### config.mk
export PLATFORM = sky130hd
export DESIGN_NAME = alu_issue_stage_flat
export DESIGN_NICKNAME = d
export VERILOG_FILES = /design/src/rtl/alu_pkg.sv /design/src/rtl/alu_issue_stage_if.sv /design/src/rtl/skid_buffer.sv /design/src/rtl/alu_issue_stage.sv /design/src/flat_wrapper.sv
export SDC_FILE = /design/constraint.sdc
export NUM_CORES = 1
export LEC_CHECK = 0
export CAP_MARGIN = 0
export CELL_PAD_IN_SITES_DETAIL_PLACEMENT = 0
export CELL_PAD_IN_SITES_GLOBAL_PLACEMENT = 1
export CORE_MARGIN = 1.5
export CORE_UTILIZATION = 40
export DETAILED_ROUTE_END_ITERATION = 12
export PLACE_DENSITY_LB_ADDON = 0.08
export RECOVER_POWER = 50
export SYNTH_ARGS = -nofsm -noshare
export SYNTH_HDL_FRONTEND = slang
export SYNTH_SLANG_ARGS = --single-unit
### constraint.sdc
create_clock -name clk -period 4.5 [get_ports clk]
set_clock_uncertainty 0.05 [all_clocks]
set_input_delay 0.675 -clock clk [delete_from_list [all_inputs] [get_ports clk]]
set_output_delay 0.675 -clock clk [all_outputs]
set_load 0.02 [all_outputs]
### src/rtl/alu_pkg.sv
// Shared ALU definitions: operation encodings and RV32I opcode/funct constants.
// Used by the issue stage, the ALU and their benches.
package alu_pkg;

  typedef enum logic [3:0] {
    AluAdd  = 4'b0000,
    AluSub  = 4'b0001,
    AluSll  = 4'b0010,
    AluSlt  = 4'b0100,
    AluSltu = 4'b0110,
    AluXor  = 4'b1000,
    AluSrl  = 4'b1010,
    AluSra  = 4'b1011,
    AluOr   = 4'b1100,
    AluAnd  = 4'b1110
  } alu_op_t;

  localparam logic [6:0] OPC_OP     = 7'b0110011;
  localparam logic [6:0] OPC_OP_IMM = 7'b0010011;
  localparam logic [6:0] OPC_LUI    = 7'b0110111;
  localparam logic [6:0] OPC_AUIPC  = 7'b0010111;

  localparam logic [6:0] FUNCT7_ALT = 7'b0100000;

endpackage

### src/rtl/alu_issue_stage_if.sv
// Handshake bundle between register-read, the issue stage and execute.
// slave is the issue stage's view; master is the surrounding pipeline's view.
interface alu_issue_stage_if #(
  parameter int unsigned N_BITS = 32,
  parameter int unsigned N_REGS = 32
);
  localparam int unsigned N_IDX = $clog2(N_REGS);

  logic              in_valid;
  logic              in_ready;
  logic [31:0]       in_instr;
  logic [N_BITS-1:0] in_pc;
  logic [N_BITS-1:0] in_rs1_val;
  logic [N_BITS-1:0] in_rs2_val;

  logic              out_valid;
  logic              out_ready;
  logic [3:0]        out_alu_op;
  logic [N_BITS-1:0] out_in0;
  logic [N_BITS-1:0] out_in1;
  logic [N_IDX-1:0]  out_rd;
  logic              out_rd_we;
  logic              out_illegal;

  modport slave (
    input  in_valid, in_instr, in_pc, in_rs1_val, in_rs2_val, out_ready,
    output in_ready, out_valid, out_alu_op, out_in0, out_in1, out_rd, out_rd_we, out_illegal
  );

  modport master (
    output in_valid, in_instr, in_pc, in_rs1_val, in_rs2_val, out_ready,
    input  in_ready, out_valid, out_alu_op, out_in0, out_in1, out_rd, out_rd_we, out_illegal
  );

endinterface

### src/rtl/skid_buffer.sv
// Two-entry valid/ready skid buffer with a registered ready and synchronous flush.
// Output is always taken from the main entry; the skid entry absorbs one beat of backpressure.
module skid_buffer #(
  parameter int unsigned WIDTH = 8
) (
  input  logic             clk,
  input  logic             rst_n,
  input  logic             flush_i,
  input  logic             valid_i,
  output logic             ready_o,
  input  logic [WIDTH-1:0] data_i,
  output logic             valid_o,
  input  logic             ready_i,
  output logic [WIDTH-1:0] data_o
);

  typedef enum logic [1:0] {StEmpty, StOne, StFull} state_e;

  state_e           state_q, state_d;
  logic [WIDTH-1:0] main_q, main_d;
  logic [WIDTH-1:0] skid_q, skid_d;
  logic             ready_q, ready_d;
  logic             accept;
  logic             pop;

  assign accept = valid_i & ready_q;
  assign pop    = (state_q != StEmpty) & ready_i;

  always_comb begin
    state_d = state_q;
    main_d  = main_q;
    skid_d  = skid_q;
    if (flush_i) begin
      state_d = StEmpty;
    end else begin
      unique case (state_q)
        StEmpty: begin
          if (accept) begin
            state_d = StOne;
            main_d  = data_i;
          end
        end
        StOne: begin
          if (accept && !ready_i) begin
            state_d = StFull;
            skid_d  = data_i;
          end else if (accept) begin
            main_d = data_i;
          end else if (pop) begin
            state_d = StEmpty;
          end
        end
        StFull: begin
          // ready_q is low here, so no accept can coincide with the pop
          if (pop) begin
            state_d = StOne;
            main_d  = skid_q;
          end
        end
        default: state_d = StEmpty;
      endcase
    end
    ready_d = (state_d != StFull);
  end

  always_ff @(posedge clk or negedge rst_n) begin
    if (!rst_n) begin
      state_q <= StEmpty;
      main_q  <= '0;
      skid_q  <= '0;
      ready_q <= 1'b1;
    end else begin
      state_q <= state_d;
      main_q  <= main_d;
      skid_q  <= skid_d;
      ready_q <= ready_d;
    end
  end

  assign ready_o = ready_q;
  assign valid_o = (state_q != StEmpty);
  assign data_o  = main_q;

endmodule

### src/rtl/alu_issue_stage.sv
// RV32I issue stage: decodes OP/OP-IMM/LUI/AUIPC into ALU op and operands,
// then buffers the decoded result through a two-entry skid buffer toward execute.
module alu_issue_stage
  import alu_pkg::*;
#(
  parameter int unsigned N_BITS = 32,
  parameter int unsigned N_REGS = 32
) (
  input logic               clk,
  input logic               rst_n,
  input logic               flush,
  alu_issue_stage_if.slave  bus
);

  localparam int unsigned N_IDX = $clog2(N_REGS);

  typedef struct packed {
    logic [3:0]        alu_op;
    logic [N_BITS-1:0] in0;
    logic [N_BITS-1:0] in1;
    logic [N_IDX-1:0]  rd;
    logic              rd_we;
    logic              illegal;
  } payload_t;

  function automatic payload_t decode(input logic [31:0]       instr,
                                      input logic [N_BITS-1:0] pc,
                                      input logic [N_BITS-1:0] rs1,
                                      input logic [N_BITS-1:0] rs2);
    payload_t   p;
    logic [6:0] f7;
    logic [2:0] f3;
    logic       legal;
    p      = '0;
    f7     = instr[31:25];
    f3     = instr[14:12];
    legal  = 1'b0;
    p.alu_op = AluAdd;
    p.rd     = N_IDX'(instr[11:7]);
    case (instr[6:0])
      OPC_OP: begin
        legal    = (f7 == 7'd0) || (f7 == FUNCT7_ALT && (f3 == 3'b000 || f3 == 3'b101));
        p.alu_op = {f3, instr[30]};
        p.in0    = rs1;
        p.in1    = rs2;
      end
      OPC_OP_IMM: begin
        p.in0 = rs1;
        if (f3 == 3'b001 || f3 == 3'b101) begin
          // Shift-immediates reuse the upper immediate bits as funct7
          legal    = (f7 == 7'd0) || (f7 == FUNCT7_ALT && f3 == 3'b101);
          p.alu_op = {f3, f3[2] & instr[30]};
          p.in1    = N_BITS'(instr[24:20]);
        end else begin
          legal    = 1'b1;
          p.alu_op = {f3, 1'b0};
          p.in1    = N_BITS'($signed(instr[31:20]));
        end
      end
      OPC_LUI: begin
        legal = 1'b1;
        p.in1 = N_BITS'($signed({instr[31:12], 12'h000}));
      end
      OPC_AUIPC: begin
        legal = 1'b1;
        p.in0 = pc;
        p.in1 = N_BITS'($signed({instr[31:12], 12'h000}));
      end
      default: legal = 1'b0;
    endcase
    if (!legal) begin
      p.alu_op = AluAdd;
      p.in0    = '0;
      p.in1    = '0;
    end
    p.illegal = !legal;
    p.rd_we   = legal && (instr[11:7] != 5'd0);
    return p;
  endfunction

  payload_t in_payload;
  payload_t out_payload;

  assign in_payload = decode(bus.in_instr, bus.in_pc, bus.in_rs1_val, bus.in_rs2_val);

  skid_buffer #(
    .WIDTH($bits(payload_t))
  ) u_skid (
    .clk     (clk),
    .rst_n   (rst_n),
    .flush_i (flush),
    .valid_i (bus.in_valid),
    .ready_o (bus.in_ready),
    .data_i  (in_payload),
    .valid_o (bus.out_valid),
    .ready_i (bus.out_ready),
    .data_o  (out_payload)
  );

  assign bus.out_alu_op  = out_payload.alu_op;
  assign bus.out_in0     = out_payload.in0;
  assign bus.out_in1     = out_payload.in1;
  assign bus.out_rd      = out_payload.rd;
  assign bus.out_rd_we   = out_payload.rd_we;
  assign bus.out_illegal = out_payload.illegal;

endmodule

### src/flat_wrapper.sv
// flat-port wrapper written by rule: the top's interface ports become plain ports
module alu_issue_stage_flat import alu_pkg::*;
#(
  parameter int unsigned N_BITS = 32,
  parameter int unsigned N_REGS = 32
)
  (clk, rst_n, flush, bus_in_valid, bus_in_instr, bus_in_pc, bus_in_rs1_val, bus_in_rs2_val, bus_out_ready, bus_in_ready, bus_out_valid, bus_out_alu_op, bus_out_in0, bus_out_in1, bus_out_rd, bus_out_rd_we, bus_out_illegal);
  alu_issue_stage_if #(.N_BITS(N_BITS), .N_REGS(N_REGS)) bus_i ();
  input logic clk;
  input logic rst_n;
  input logic flush;
  input wire logic [$bits(bus_i.in_valid)-1:0] bus_in_valid;
  input wire logic [$bits(bus_i.in_instr)-1:0] bus_in_instr;
  input wire logic [$bits(bus_i.in_pc)-1:0] bus_in_pc;
  input wire logic [$bits(bus_i.in_rs1_val)-1:0] bus_in_rs1_val;
  input wire logic [$bits(bus_i.in_rs2_val)-1:0] bus_in_rs2_val;
  input wire logic [$bits(bus_i.out_ready)-1:0] bus_out_ready;
  output wire logic [$bits(bus_i.in_ready)-1:0] bus_in_ready;
  output wire logic [$bits(bus_i.out_valid)-1:0] bus_out_valid;
  output wire logic [$bits(bus_i.out_alu_op)-1:0] bus_out_alu_op;
  output wire logic [$bits(bus_i.out_in0)-1:0] bus_out_in0;
  output wire logic [$bits(bus_i.out_in1)-1:0] bus_out_in1;
  output wire logic [$bits(bus_i.out_rd)-1:0] bus_out_rd;
  output wire logic [$bits(bus_i.out_rd_we)-1:0] bus_out_rd_we;
  output wire logic [$bits(bus_i.out_illegal)-1:0] bus_out_illegal;
  assign bus_i.in_valid = bus_in_valid;
  assign bus_i.in_instr = bus_in_instr;
  assign bus_i.in_pc = bus_in_pc;
  assign bus_i.in_rs1_val = bus_in_rs1_val;
  assign bus_i.in_rs2_val = bus_in_rs2_val;
  assign bus_i.out_ready = bus_out_ready;
  assign bus_in_ready = bus_i.in_ready;
  assign bus_out_valid = bus_i.out_valid;
  assign bus_out_alu_op = bus_i.out_alu_op;
  assign bus_out_in0 = bus_i.out_in0;
  assign bus_out_in1 = bus_i.out_in1;
  assign bus_out_rd = bus_i.out_rd;
  assign bus_out_rd_we = bus_i.out_rd_we;
  assign bus_out_illegal = bus_i.out_illegal;
  alu_issue_stage #(.N_BITS(N_BITS), .N_REGS(N_REGS)) u_core (.clk(clk), .rst_n(rst_n), .flush(flush), .bus(bus_i));
endmodule
**Word-level counts from Yosys, hierarchy flattened**

Index checks and enable logic that the tools add are counted.

- Register bits: 153
- Input bits: 133
- Word-level logic and storage cells: 59

- Eq/ne operators: 12
- Multiplexer cells: 19
- Reductions and logical operators: 20
- Bitwise gates (word level): 4

Operators by type and width:

| kind | count |
|---|---|
| $mux 75 | 3 |
| $pmux 75 s3 | 1 |
| $pmux 32 s3 | 1 |
| $mux 68 | 1 |
| $pmux 32 s2 | 1 |
| $mux 32 | 1 |
| $eq 7x6->1 const B | 3 |
| $eq 7x5->1 const B | 2 |
| $mux 2 | 6 |
| $pmux 4 s2 | 1 |
| $logic_not 7->1 | 1 |
| $ne 2x2->1 const B | 3 |
| $pmux 2 s3 | 1 |
| $reduce_bool 5->1 | 1 |
| $logic_and 1x1->1 | 4 |
| $logic_or 1x1->1 | 4 |
| $reduce_and 4->1 | 1 |
| $reduce_or 2->1 | 2 |
| $and 1x1->1 | 3 |
| $eq 3x1->1 const B | 1 |
| $eq 3x3->1 const B | 1 |
| $logic_not 3->1 | 1 |
| $pmux 1 s3 | 1 |
| $reduce_and 3->1 | 1 |
| other kinds (8) | 10 |

**Logic depth before layout (Yosys ltp)**

Gate-level depths: netlist of run 1.

- Depth after elaboration: 9
- Depth in mapped cells: 8
- Gate-level depth less buffers: 5

**Modules after synthesis**

From an unflattened synthesis of run 1, not the netlist that was laid out.

- Cells, all modules: 743
- Area total of the unflattened synthesis: 8266.7 µm²

Modules (own cells, without submodules):

| module | area an instance (µm²) | cells each | sequential area each (µm²) | instances |
|---|---|---|---|---|
| skid_buffer | 6759.0 | 501 | 3829.9 | 1 |
| alu_issue_stage | 1507.7 | 242 | 0.0 | 1 |

**Worst setup path after synthesis of run 1**

No wires, ideal clock.

- Kind: input -> register
- Start: input bus_in_instr[25]
- End: register u_core.u_skid.main_q[61] (netlist: u_core.u_skid.data_o[61])
- Setup slack: 2.047 ns
- Buffers on the path: 2
- Cell stages on the path: 7
- Data arrival time: 2.323 ns
- Cell sequence: or4_1 -> o41a_1 -> nor4_2 -> a21oi_1 -> buf_6 -> buf_6 -> o22ai_2

- Word-level cells in the longest chain between the ends: 9
- Elaborated cells between the ends (all ways): 12
- Classes of those cells: eq/ne (1); mux (6); reduce/logical (5)

RTL lines:

| element | line | source |
|---|---|---|
| from (decl) | flat_wrapper.sv:13 | `input wire logic [$bits(bus_i.in_instr)-1:0] bus_in_instr;` |
| $eq 7x6->1 | alu_issue_stage.sv:42, alu_issue_stage.sv:51 |  |
| $logic_and 1x1->1 | alu_issue_stage.sv:51 | `legal = (f7 == 7'd0) \|\| (f7 == FUNCT7_ALT && f3 == 3'b101);` |
| $logic_or 1x1->1 | alu_issue_stage.sv:51 |  |
| $mux 1 | alu_issue_stage.sv:49 | `if (f3 == 3'b001 \|\| f3 == 3'b101) begin` |
| $pmux 1 s3 * | alu_issue_stage.sv:40 | `case (instr[6:0])` |
| $mux 68 * | alu_issue_stage.sv:71 | `if (!legal) begin` |
| $mux 75 * | skid_buffer.sv:38, skid_buffer.sv:47 |  |
| $mux 75 | skid_buffer.sv:44 | `if (accept && !ready_i) begin` |
| $pmux 75 s3 * | skid_buffer.sv:36 | `unique case (state_q)` |
| to (signal assigned) | skid_buffer.sv:74 | `main_q <= main_d;` |
| to (decl) | skid_buffer.sv:20 | `logic [WIDTH-1:0] main_q, main_d;` |

Mark *: on every way between the ends. The rest lies on a longest branch, timed or not. The select of a mux whose other input is x is not followed.
A chain may end at the register's enable or synchronous reset.

**Worst setup path after layout of run 1**

- Start: input bus_out_ready
- End: register u_core.u_skid.main_q[8] (netlist: u_core.u_skid.data_o[8])

- Word-level cells in the longest chain between the ends: 4
- Elaborated cells between the ends (all ways): 6
- Classes of those cells: eq/ne (2); bitwise (1); reduce/logical (3)

RTL lines:

| element | line | source |
|---|---|---|
| from (decl) | flat_wrapper.sv:17 | `input wire logic [$bits(bus_i.out_ready)-1:0] bus_out_ready;` |
| $logic_not 1->1 | skid_buffer.sv:44 |  |
| $logic_and 1x1->1 | skid_buffer.sv:44 |  |
| $ne 2x2->1 (no source line) | - |  |
| $reduce_and 4->1 (no source line) * | - |  |

Mark *: on every way between the ends. The rest lies on a longest branch, timed or not.

==> results.cfg, run 1 <==
[timing]
hold_viol = 0
fin_crit_sh_pct = 73.7
setup-tns-final_ns = 0
drv_slew = 101
min_period_ns = 3.32
fmax_mhz = 301
hold_ws_ns = 0.424
tightest_slew_ns = 2.07
slew_headroom_pct = -37.7
setup_viol_count_final = 0
rsz0062_at_grt = false

[cts]
clk_pin_slew_ns = 0.06
root_buffer = clkbuf_16
cts.htree.levels = 4
clkLatencyLatePin_ns = 0.41
post_cts_buffers = 0
cts-resized-gates = 0
cts.sinks = 153
cts_buffers = 17
cts_tree = built
cts_buffer_depth = 2
cts_hold_buffers = 0

[place]
dp.cells = 1149
dp_hpwl_um = 14200
portBuffers = 209
gp_congestion = 0.849

[synthesis]
synth_cells = 762
synth-xor-area-share_pct = 0.229
yosysSeqAreaShare_pct = 50.1
synth_flop_cell = dfrtp_1
ys_async_sr_fraction_pct = 100
ys_seq_elements = 153
synth_mux_area_share_pct = 4.88
syn-num-nets = 895
synth.distinct_cells = 45
synth_fa_ha_area_share_pct = 0
synth.avg_cell_area_um2 = 10.0
syn_area_um2 = 7640
ys.warnings.count = 0
synth_edf_count = 0
synth_top_family_by_area = compound AO/OA/AOI/OAI gates
synth_compound_area_share_pct = 27.1
yosys.area_share.simple_pct = 13.2

[route]
wl_per_cell_um = 18.3
ant_nets = 0
drt_iter0_markers = 305
dr.pass1.iters = 5
drc = 0
top_layer = met4
vias_per_cell = 5.49
vias = 6479
m1WireLength_um = 9350
dr_wl_met3_um = 1010
wirelength_um = 21600
route.met2.wl_um = 10700

[floorplanning]
die_height_um = 141
die_w_um = 141
dieArea_um2 = 19900
core_um2 = 18700
placementRows = 50
initial_utilization_pct = 40.9
io_pins = 210

[cells_and_area]
fill_cells = 1644
layout-drive-gt1-share_pct = 14.5
finalNonFillerCells = 1181
fin_nets = 1067
syn_to_final_growth_pct = 36.2
diodes = 0
fin_util_pct = 55.7

[setup_path]
path_class = in -> reg
start_kind = primary input
worstPathMaxFanout = 62
reg2regPathDepth = 6
crit_arrival_ns = 3.53
r2r_slack_ns = 1.41
cp-end-kind = flop
critPathRequiredTime_ns = 4.71

[power]
power_density_nw_per_um2 = 342
ir_drop_v = 0.000246
power_leakage_nw = 4.20

[global_route]
grt_pass1_wl_um = 34400
grt_max_degree = 83
grt.overflow.total = 0
antenna_found_initial = 0
grt_usage_pct = 21.9
grt_pass1_vias = 6561

[min_path]
hp-class = reg -> reg
hold_depth = 2

[outcome]
violations = capacitance limit, slew limit
outcome = finished, violations left

[flow_run]
cap_violations = 2
synthesized netlist by cell type (2+ instances only):
master	instances	area, um^2
a21oi_1	92	460
a22oi_1	32	240
a31oi_1	5	31.3
and2_1	26	163
and3_1	2	12.5
buf_2	5	25.0
buf_6	8	90.1
clkbuf_1	56	210
dfrtp_1	152	3800
inv_1	4	15.0
mux2_2	10	113
mux2i_1	26	260
nand2_1	113	424
nand2b_1	2	12.5
nor2_1	50	188
nor2b_1	4	25.0
nor3_1	3	15.0
nor3b_1	7	52.6
o21ai_0	27	135
o21ai_1	10	50.1
o22ai_1	33	206
o22ai_2	10	125
o31ai_1	2	15.0
o31ai_2	60	751
or4_1	3	22.5
state kept, by name, summed over array words and instances, names as in the netlist:
register               cells
u_core.u_skid.data_o      75
u_core.u_skid.state_q      2
u_core.u_skid.ready_o      1
u_core.u_skid.skid_q      75
report_power, final:
part	switching (mW)	total (mW)	internal, mW
logic	0.331	0.664	0.333
registers	0.0581	1.53	1.48
clock network	0.575	1.36	0.782
total	0.964	3.56	2.59
layout by cell type, fill, tap and decap left out, types with 2 or more instances in the layout:
cell and count:
nor2b_1 3, inv_6 3, o31ai_1 2, clkbuf_16 17, a21oi_1 91, nor2_1 50
nor3b_1 6, clkinvlp_4 4, clkdlybuf4s50_1 175, o21ai_1 10, and3_1 2, o22ai_2 10
mux2i_1 26, a22oi_1 32, clkbuf_1 2, and2_1 26, a31oi_1 5, o21ai_0 27
nand2b_1 2, dfrtp_1 152, nand2_1 113, clkinv_4 3, nor3_1 2, dlygate4sd3_1 32
o22ai_1 33, clkbuf_2 2, or4_1 2, mux2_2 10, o31ai_2 60, inv_1 4
buf_12 2, buf_4 10
layer usage:
layer	global-route usage, %	up-vias
met2	37.1	189
li1	-	3095
met5	0	-
met4	7.35	0
met1	28.1	3161
met3	4.25	34
path summary, 6_finish.rpt:
kind | endpoint | start
setup / recovery | u_core.u_skid.data_o[8]$_DFFE_PN0P_ | bus_out_ready
hold / removal | u_core.u_skid.skid_q[19]$_DFFE_PN0P_ | u_core.u_skid.skid_q[19]$_DFFE_PN0P_
setup reg to reg | u_core.u_skid.data_o[8]$_DFFE_PN0P_ | u_core.u_skid.state_q[0]$_DFF_PN0_
hold reg to reg | u_core.u_skid.skid_q[19]$_DFFE_PN0P_ | u_core.u_skid.skid_q[19]$_DFFE_PN0P_
max in group asynchronous | u_core.u_skid.skid_q[55]$_DFFE_PN0P_ | rst_n
min in group asynchronous | u_core.u_skid.data_o[2]$_DFFE_PN0P_ | rst_n
worst max-delay path, stage by stage:
cell	delay, ns
dlygate4sd3_1	0.58
nand2b_1	0.20
nand2_1	0.11
a21oi_1	1.17
buf_12	0.45
mux2i_1	0.22
o21ai_0	0.10
metrics by stage:
| step | area, um^2 | power, mW | worst slack [ns] |
|---|---|---|---|
| CTS | 10400 | 3.61 | 1.37 |
| global placement | 9870 | 2.24 | 1.01 |
| detailed placement | 9870 | 2.25 | 0.936 |
| floorplan | 7640 | 1.87 | 2.05 |
| finish | 10400 | 3.56 | 1.18 |
| global route | 10400 | 3.71 | 0.920 |
layout make-up:
type                       instances  area (um^2)  area share, %
sequential                       153         3830           36.8
multi-input combinational        536         3510           33.7
timing repair buffer             222         2200           21.2
clock buffer                      20          447           4.29
tap                              234          293           2.81
clock inverter                    12          118           1.13
inverter                           4         15.0          0.144
cell families (layout without fill, tap and decap cells):
logic type | Yosys count | in the layout
AO/OA/AOI/OAI | 277 | 277
AND/OR/NAND/NOR | 221 | 221
flip-flops | 153 | 153
buffers and inverters | 73 | 258
multiplexers | 36 | 36
XOR/XNOR | 2 | 2
No activity file was read; power rests on OpenSTA's default activity.
==> run 2: changes to the inputs <==
--- a/config.mk
+++ b/config.mk
@@ -9,7 +9,7 @@
 export CELL_PAD_IN_SITES_DETAIL_PLACEMENT = 0
 export CELL_PAD_IN_SITES_GLOBAL_PLACEMENT = 1
 export CORE_MARGIN = 1.5
-export CORE_UTILIZATION = 40
+export CORE_UTILIZATION = 33
 export DETAILED_ROUTE_END_ITERATION = 12
 export PLACE_DENSITY_LB_ADDON = 0.08
 export RECOVER_POWER = 50
==> constraint.sdc (replaced) <==
create_clock -name clk -period 2.98 [get_ports clk]
set_clock_uncertainty 0.05 [all_clocks]
set_input_delay 0.447 -clock clk [delete_from_list [all_inputs] [get_ports clk]]
set_output_delay 0.447 -clock clk [all_outputs]
set_load 0.02 [all_outputs]
==> run 2 against run 1 <==
  * The flow still finishes with violations (capacitance limit, slew limit)
  * Worst hold slack got worse by 0.00063 ns
  * Clock power increased by 66%
  * Via count decreased by 0.19%
  * Critical path depth decreased by 2
  * Combinational power increased by 55%
  * Register-to-register slack got worse by 0.87 ns
  * Die area increased by 21%
  * Core utilization decreased by 8.4 points
  * Sequential power increased by 51%
  * Clock-buffer cell count increased by 2
  * Cell count increased by 5.3%
  * Worst setup slack got worse by 0.78 ns
  * Largest cell class unchanged
  * Largest power group unchanged
==> results.cfg, run 2 (same netlist as run 1, synthesis figures left out) <==
[global_route]
grt_max_degree = 72
grt_pass1_vias = 6722
antenna_found_initial = 0
grt_pass1_wl_um = 37100
grt_usage_pct = 19.7
grt.overflow.total = 0

[cts]
post_cts_buffers = 0
cts-resized-gates = 0
cts_tree = built
cts.sinks = 153
clkLatencyLatePin_ns = 0.42
cts_buffer_depth = 2
root_buffer = clkbuf_16
clk_pin_slew_ns = 0.06
cts.htree.levels = 4
cts_buffers = 17

[cells_and_area]
fin_nets = 1079
multiInputGateArea_um2 = 3510
design_area_um2 = 10700
diodes = 0
final_common_cell = clkdlybuf4s50_1
ff_latch_area_um2 = 3830
fill_cells = 2184
layout-drive-gt1-share_pct = 15.4
syn_to_final_growth_pct = 40.4
final_cell_mix = clkdlybuf4s50_1, dfrtp_1, nand2_1
finalNonFillerCells = 1244

[floorplanning]
placementRows = 55
initial_utilization_pct = 33.7
io_pins = 210
dieArea_um2 = 24100
core_um2 = 22700
die_w_um = 155
die_height_um = 155

[setup_path]
path_class = in -> reg
worstPathMaxFanout = 18
critPathRequiredTime_ns = 3.26
slowest_stage = or4_1
crit_cells = 5
crit_buf_inv = 1
reg2regPathDepth = 4
r2r-end = u_core.u_skid.skid_q[13]$_DFFE_PN0P_
critPathMaxStageDelay_ns = 0.85
timing.rr.start = u_core.u_skid.ready_o$_DFF_PN1_
start_kind = primary input
crit_end = u_core.u_skid.skid_q[13]$_DFFE_PN0P_
path_delay_family = simple AND/OR/NAND/NOR gates
crit_path_cell_trace = dlygate4sd3_1 -> nand2b_1 -> or4_1 -> o21bai_1 -> o21ai_0
crit_arrival_ns = 2.86
cp-end-kind = flop
startpoint = bus_out_ready
r2r_slack_ns = 0.54

[min_path]
hp-class = reg -> reg

[place]
dp_hpwl_um = 15600
gp_congestion = 0.802
portBuffers = 209
dpl_cell_area_um2 = 10100
dp.cells = 1211

[timing]
rsz0062_at_grt = false
fmax_mhz = 388
tightest_slew_ns = 1.76
setup_viol_count_final = 0
hold_viol = 0
slew_headroom_pct = -17.5
fin_crit_sh_pct = 86.4
min_period_ns = 2.57
setup-tns-final_ns = 0
drv_slew = 64

[outcome]
outcome = finished, violations left
violations = capacitance limit, slew limit

[power]
power_leakage_nw = 4.35
ir_drop_v = 0.000325
power_density_nw_per_um2 = 523

[route]
dr.pass1.iters = 4
drt_iter0_markers = 268
wl_per_cell_um = 18.5
wirelength_um = 23100
vias_per_cell = 5.20
ant_nets = 0
vias = 6467
drc = 0

[flow_run]
cap_violations = 1
[run 2: cell types whose count changed in the layout (fill, tap and decap cells not counted), sizes merged]
cell           delta
clkbuf            +1
clkdlybuf4s50     +1
buf              +12
inv               -2
clkinvlp          -2
bufinv            +2
[run 2: worst min-delay path, stage by stage (launching register included)]
cell and delay [ns]:
dfrtp_1 0.33, nand2_1 0.06, o31ai_2 0.05
[run 2: worst min-delay path by stage]
stage	cells past startpoint	slack, ns	start	end
final	2	0.42	u_core.u_skid.skid_q[10]$_DFFE_PN0P_	u_core.u_skid.skid_q[10]$_DFFE_PN0P_
after global routing	2	0.44	u_core.u_skid.skid_q[21]$_DFFE_PN0P_	u_core.u_skid.skid_q[21]$_DFFE_PN0P_
after floorplan	0	0.10	rst_n	u_core.u_skid.data_o[0]$_DFFE_PN0P_
after CTS	2	0.43	u_core.u_skid.skid_q[35]$_DFFE_PN0P_	u_core.u_skid.skid_q[35]$_DFFE_PN0P_
after global placement	2	0.41	u_core.u_skid.skid_q[21]$_DFFE_PN0P_	u_core.u_skid.skid_q[21]$_DFFE_PN0P_
after detailed placement	2	0.41	u_core.u_skid.skid_q[37]$_DFFE_PN0P_	u_core.u_skid.skid_q[37]$_DFFE_PN0P_
[run 2: through the flow]
| step | util (%) | worst slack, ns | hold WS (ns) | total power, mW |
|---|---|---|---|---|
| CTS | 47.3 | 0.471 | 0.427 | 5.70 |
| finish | 47.2 | 0.406 | 0.424 | 5.61 |
| floorplan | - | 0.755 | 0.101 | 2.82 |
| global placement | 44.5 | 0.0990 | 0.408 | 3.40 |
| global route | 47.2 | 0.269 | 0.437 | 5.85 |
| detailed placement | 44.5 | 0.0462 | 0.414 | 3.42 |
[run 2: cell type report]
class / count / area share, %
clock inverters: 10 / 1.32
clock buffers: 22 / 4.42
repair buffers: 234 / 22.3
well taps: 285 / 3.32
multi-input cells: 536 / 32.8
flip-flops and latches: 153 / 35.7
inverters: 4 / 0.140
[run 2: report_power, final]
part	total, mW	internal [mW]	switching (mW)
registers	2.31	2.23	0.0862
clock network	2.26	1.39	0.872
logic	1.03	0.520	0.512
total	5.61	4.14	1.47
[run 2: per-layer routing]
metal  routed length (um)  part of all wire, %  global-route usage, %  vias to the layer above
met3                 1120                  4.8                   3.96                       30
met5                    0                    0                      0                        -
met2                11400                   49                   33.9                      154
li1                     -                    -                      -                     3120
met1                10100                   44                   24.8                     3163
met4                  454                  2.0                   6.80                        0
[run 2: repair_timing]
| action | in CTS | in global routing |
|---|---|---|
| hold buffers | 1 | 0 |
| hold endpoints to repair | 10 | 0 |
| endpoints found under the setup margin | 0 | 0 |
==> patch 1, RTL diff (flow settings as in run 2) <==
Reset style: synchronous (`rst_n`), changed in one clocked block.
--- a/src/rtl/skid_buffer.sv
+++ b/src/rtl/skid_buffer.sv
@@ -63,7 +63,7 @@
     ready_d = (state_d != StFull);
   end
 
-  always_ff @(posedge clk or negedge rst_n) begin
+  always_ff @(posedge clk) begin
     if (!rst_n) begin
       state_q <= StEmpty;
       main_q  <= '0;
Function: differs if rst_n is asserted again (counterexample within 4 cycles, from zero or initial values and one cycle with rst_n low); with rst_n held inactive, the same outputs for 4 cycles.
==> patch 1 against run 2 <==
- count of clock-buffer cells in the layout shrank 4
- area after synthesis shrank 5.6%
- largest cell class is now multi-input combinational cells
- cell area shrank 5.2%
- wire length grew 4.7%
- power shrank 9.8%
- via count grew 9.1%
- sequential cell count is the same
- critical path depth grew 1
- setup slack gained 0.061 ns
==> patch 1: results (changes against run 2) <==
\begin{tabular}{lr}
\hline
Metric & Value \\
\hline
\multicolumn{2}{l}{\textbf{Run status}} \\
Run status & completed \\
\multicolumn{2}{l}{\textbf{Setup path}} \\
Top fanout value on the critical path & 50 (+32) \\
Critical Path AT & 2.82 ns (-0.04 ns) \\
Biggest cell delay along the critical path & 0.62 ns (-0.23 ns) \\
Kind of cell adding the most delay to the critical path & buffers and inverters \\
R2r setup slk & 0.69 ns (+0.15 ns) \\
R2r worst-path depth & 6 (+2) \\
Start of the worst register-to-register path & u\_core.u\_skid.ready\_o \\
\multicolumn{2}{l}{\textbf{Power}} \\
Power drawn by the combinational cells & 0.000791 W (-23\%) \\
Switching power as a share of total power & 27.4\% (+1.2 points) \\
Peak ir drop on the vdd network & 0.388 mV (+19\%) \\
\multicolumn{2}{l}{\textbf{GRT}} \\
Maximum number of pins on one net before global-route repair & 66 (-8.3\%) \\
Met3 layer usage reported by global route & 4.97\% (+1.0 points) \\
Met2 layer usage reported by global route & 33.0\% (-0.87 points) \\
Global-route wire length before repair & 37800 um (+2.0\%) \\
Number of global-route vias before repair & 6690 (-0.48\%) \\
Total Routing Usage GR & 21.6\% (+1.9 points) \\
\multicolumn{2}{l}{\textbf{Placed design}} \\
Routability Congestion & 0.734 (-8.5\%) \\
Pre-CTS setup slack & 0.124 ns (+0.0778 ns) \\
\multicolumn{2}{l}{\textbf{Synth}} \\
Share of synthesized area occupied by flip-flops and latches & 42.4\% (-7.7 points) \\
Complex-gate fraction of the synthesized area & 28.0\% (+0.94 points) \\
Async S/R FF share, synth & 0\% (-100 points) \\
Unique masters post-synth & 55 (+22\%) \\
Most area-consuming cells after synthesis & sky130\_fd\_sc\_hd\_\_dfxtp\_1 (42\%), sky130\_fd\_sc\_hd\_\_a21oi\_1 (5.5\%), sky130\_fd\_sc\_hd\_\_nor2\_1 (4.9\%) \\
XOR/XNOR Fraction of Synth Area & 0\% (-0.23 points) \\
\multicolumn{2}{l}{\textbf{Detailed routing}} \\
Met1 layer wirelength in the final routing & 11600 um (+15\%) \\
Total length of routed met3 wires & 1590 um (+42\%) \\
Average routed wire per standard cell & 17.9 um (-3.6\%) \\
\multicolumn{2}{l}{\textbf{Cells and area}} \\
Ratio of cells with drive above 1 in the final layout & 8.74\% (-6.7 points) \\
\hline
\end{tabular}
==> patch 1: cell count changes after synthesis, sizes merged, moves of 43 or more <==
cell          run 2  this run
dfrtp           152         0
o31ai            62         0
o21ai            37       103
dfxtp             0       153
nor2             51        94
==> patch 1: layout make-up <==
cell class,instances,area (sq um)
Clock inverter,14,139
Multi-Input combinational cell,639,3730
Inverter,4,15.0
Fill cell,2139,11100
Sequential cell,153,3060
Tap cell,275,344
Clock buffer,18,439
Timing Repair Buffer,248,2440
==> patch 1: worst min path at each step <==
stage | startpoint | end | slack, ns | depth (start not counted)
6_report | u_core.u_skid.skid_q[25] | u_core.u_skid.skid_q[25] | 0.40 | 2
3_3_place_gp | u_core.u_skid.skid_q[7] | u_core.u_skid.skid_q[7] | 0.38 | 2
3_5_place_dp | u_core.u_skid.skid_q[25] | u_core.u_skid.skid_q[25] | 0.39 | 2
4_1_cts | u_core.u_skid.skid_q[25] | u_core.u_skid.skid_q[25] | 0.40 | 2
2_1_floorplan | u_core.u_skid.skid_q[7] | u_core.u_skid.skid_q[7] | 0.37 | 2
5_1_grt | u_core.u_skid.skid_q[23] | u_core.u_skid.skid_q[23] | 0.42 | 2
==> patch 1: metrics by stage <==
stage | instance area (sq um) | utilization, % | cells | hold slack, ns | total power [W]
finish | 10200 | 47.9 | 1351 | 0.398 | 0.00506
global placement | 9660 | 45.5 | 1319 | 0.383 | 0.00301
global route | 10200 | 47.9 | 1351 | 0.415 | 0.00527
CTS | 10200 | 48.2 | 1351 | 0.400 | 0.00515
floorplan | 7220 | - | 881 | 0.370 | 0.00258
detailed placement | 9660 | 45.5 | 1319 | 0.392 | 0.00301
==> patch 2, RTL diff (config.mk and constraints of run 2) <==
Without the edit above. `N_REGS` is set to 32 in 3 places; all go to 64.
--- a/src/rtl/alu_issue_stage_if.sv
+++ b/src/rtl/alu_issue_stage_if.sv
@@ -2,7 +2,7 @@
 // slave is the issue stage's view; master is the surrounding pipeline's view.
 interface alu_issue_stage_if #(
   parameter int unsigned N_BITS = 32,
-  parameter int unsigned N_REGS = 32
+  parameter int unsigned N_REGS = 64
 );
   localparam int unsigned N_IDX = $clog2(N_REGS);
 
--- a/src/rtl/alu_issue_stage.sv
+++ b/src/rtl/alu_issue_stage.sv
@@ -4,7 +4,7 @@
   import alu_pkg::*;
 #(
   parameter int unsigned N_BITS = 32,
-  parameter int unsigned N_REGS = 32
+  parameter int unsigned N_REGS = 64
 ) (
   input logic               clk,
   input logic               rst_n,
--- a/src/flat_wrapper.sv
+++ b/src/flat_wrapper.sv
@@ -2,7 +2,7 @@
 module alu_issue_stage_flat import alu_pkg::*;
 #(
   parameter int unsigned N_BITS = 32,
-  parameter int unsigned N_REGS = 32
+  parameter int unsigned N_REGS = 64
 )
   (clk, rst_n, flush, bus_in_valid, bus_in_instr, bus_in_pc, bus_in_rs1_val, bus_in_rs2_val, bus_out_ready, bus_in_ready, bus_out_valid, bus_out_alu_op, bus_out_in0, bus_out_in1, bus_out_rd, bus_out_rd_we, bus_out_illegal);
   alu_issue_stage_if #(.N_BITS(N_BITS), .N_REGS(N_REGS)) bus_i ();
Ports: changed (resized bus_out_rd); port bits go from 210 to 211. No check against the original RTL was run, so the function may have changed too.
==> patch 2 against run 2 <==
- the run still ends with capacitance limit, slew limit left
- critical path depth is 2 higher
- maximum frequency is 1.1% lower
- sequential power down 3%
- setup slack worse by 0.027 ns
- area after synthesis shrank 0.54%
- combinational power decreased by 13%
- cell area about the same
- power is 5.3% lower
- count of clock-buffer cells in the layout down 3
- die area decreased by 0.53%
- wire length increased by 0.78%
- sequential share of layout area about the same
- sequential cell count unchanged
- critical endpoint is now u_core.u_skid.data_o[67]
- highest routed layer unchanged
==> patch 2: results (changes against run 2) <==
\begin{tabular}{lr}
\hline
Metric & Value \\
\hline
\multicolumn{2}{l}{\textbf{Run status}} \\
Run status & complete, but fails checks \\
Failing checks & capacitance limit, slew limit \\
\multicolumn{2}{l}{\textbf{Setup path}} \\
Start of the worst register-to-register path & u\_core.u\_skid.state\_q[0] \\
R2r worst-path depth & 5 (+1) \\
Critical Path AT & 2.85 ns (about the same) \\
Endpoint of the worst-slack reg-to-reg timing path & u\_core.u\_skid.data\_o[67] \\
Top fanout value on the critical path & 35 (+17) \\
\multicolumn{2}{l}{\textbf{Synth}} \\
Synthesized netlist cell count & 769 (+0.92\%) \\
Cell types with the highest counts after synthesis & sky130\_fd\_sc\_hd\_\_dfrtp\_1 (152), sky130\_fd\_sc\_hd\_\_nand2\_1 (116), sky130\_fd\_sc\_hd\_\_a21oi\_1 (73) \\
Share of synthesized area occupied by flip-flops and latches & 50.4\% (+0.27 points) \\
Post-synthesis net count & 902 (+0.78\%) \\
Most area-consuming cells after synthesis & sky130\_fd\_sc\_hd\_\_dfrtp\_1 (50\%), sky130\_fd\_sc\_hd\_\_nand2\_1 (5.7\%), sky130\_fd\_sc\_hd\_\_a21oi\_1 (4.8\%) \\
\multicolumn{2}{l}{\textbf{Detailed routing}} \\
Total length of routed met3 wires & 1150 um (+3.3\%) \\
Detail-routed via count per cell & 5.32 (+2.4\%) \\
Routed wire length & 23300 um (+0.78\%) \\
\multicolumn{2}{l}{\textbf{Placed design}} \\
Area post-placement & 10100 sq um (+0.15\%) \\
\multicolumn{2}{l}{\textbf{STA}} \\
Max-slew violation total from the final report & 58 (-9.4\%) \\
\multicolumn{2}{l}{\textbf{Cells and area}} \\
Number of inserted filler cells in the final layout & 2154 (-1.4\%) \\
Area of the multi-input gates & 3470 sq um (-1.3\%) \\
Ratio of cells with drive above 1 in the final layout & 11.4\% (-4.1 points) \\
Total Nets Final & 1089 (+0.93\%) \\
\multicolumn{2}{l}{\textbf{GRT}} \\
Maximum number of pins on one net before global-route repair & 90 (+25\%) \\
Total Routing Usage GR & 19.9\% (+0.17 points) \\
\multicolumn{2}{l}{\textbf{Power}} \\
Peak ir drop on the vdd network & 0.308 mV (-5.0\%) \\
\multicolumn{2}{l}{\textbf{Job}} \\
Max capacitance violation total & 1 (unchanged) \\
\hline
\end{tabular}
patch 2: cell types whose count changed after synthesis, moves of 25 or more:
| cell | run 2 | this run |
|---|---|---|
| sky130_fd_sc_hd__o31ai_2 | 60 | 26 |
| sky130_fd_sc_hd__nand3_1 | 0 | 31 |
| sky130_fd_sc_hd__o22ai_1 | 33 | 0 |
| sky130_fd_sc_hd__a22oi_1 | 32 | 7 |
| sky130_fd_sc_hd__nor2b_1 | 4 | 38 |
| sky130_fd_sc_hd__o211ai_1 | 0 | 27 |
| sky130_fd_sc_hd__o31ai_1 | 2 | 43 |
patch 2: how the worst min path moves through the flow:
| stage | cells past startpoint | start | to |
|---|---|---|---|
| floorplan | 0 | rst_n | u_core.u_skid.data_o[0] |
| global placement | 1 | rst_n | u_core.u_skid.data_o[17] |
| detailed placement | 1 | rst_n | u_core.u_skid.data_o[16] |
| CTS | 2 | u_core.u_skid.skid_q[19] | u_core.u_skid.skid_q[19] |
| global route | 2 | u_core.u_skid.skid_q[14] | u_core.u_skid.skid_q[14] |
| finish | 2 | u_core.u_skid.skid_q[19] | u_core.u_skid.skid_q[19] |
patch 2: layer usage:
| layer | vias up | track usage (%) |
|---|---|---|
| met5 | - | 0 |
| met4 | 0 | 4.99 |
| met3 | 23 | 4.29 |
| met2 | 188 | 32.5 |
| met1 | 3282 | 26.9 |
| li1 | 3177 | - |
patch 2: final cells by class:
type | count | share of cell area (%)
clock buffer | 19 | 4.23
clock inverter | 12 | 1.30
inverter | 4 | 0.140
multi-input combinational | 538 | 32.4
sequential | 153 | 35.7
tap | 285 | 3.33
timing repair buffer | 242 | 22.9
patch 2: critical path: stages:
cell and delay [ns]:
sky130_fd_sc_hd__clkdlybuf4s50_1 0.43, sky130_fd_sc_hd__or4_4 0.57, sky130_fd_sc_hd__o32ai_4 0.30, sky130_fd_sc_hd__a31oi_2 0.19
sky130_fd_sc_hd__or2_4 0.29, sky130_fd_sc_hd__buf_12 0.20, sky130_fd_sc_hd__o41ai_1 0.41
patch 2: power breakdown:
| part | leakage, nW | internal (W) | switching [W] | total, W |
|---|---|---|---|---|
| clock | 0.279 | 0.00128 | 0.000883 | 0.00217 |
| combinational | 2.04 | 0.000424 | 0.000474 | 0.000898 |
| sequential | 2.06 | 0.00218 | 0.0000586 | 0.00224 |
patch 2: kinds of logic (layout without fill, tap and decap cells):
family | after synthesis | in the layout | share of synthesized area (%)
AO/OA/AOI/OAI | 232 | 232 | 23.0
XOR/XNOR | 1 | 1 | 0.115
buffers and inverters | 78 | 277 | 4.46
flip-flops | 153 | 153 | 50.4
multiplexers | 32 | 32 | 4.30
other | 1 | 1 | 0.0493
AND/OR/NAND/NOR | 272 | 272 | 17.7
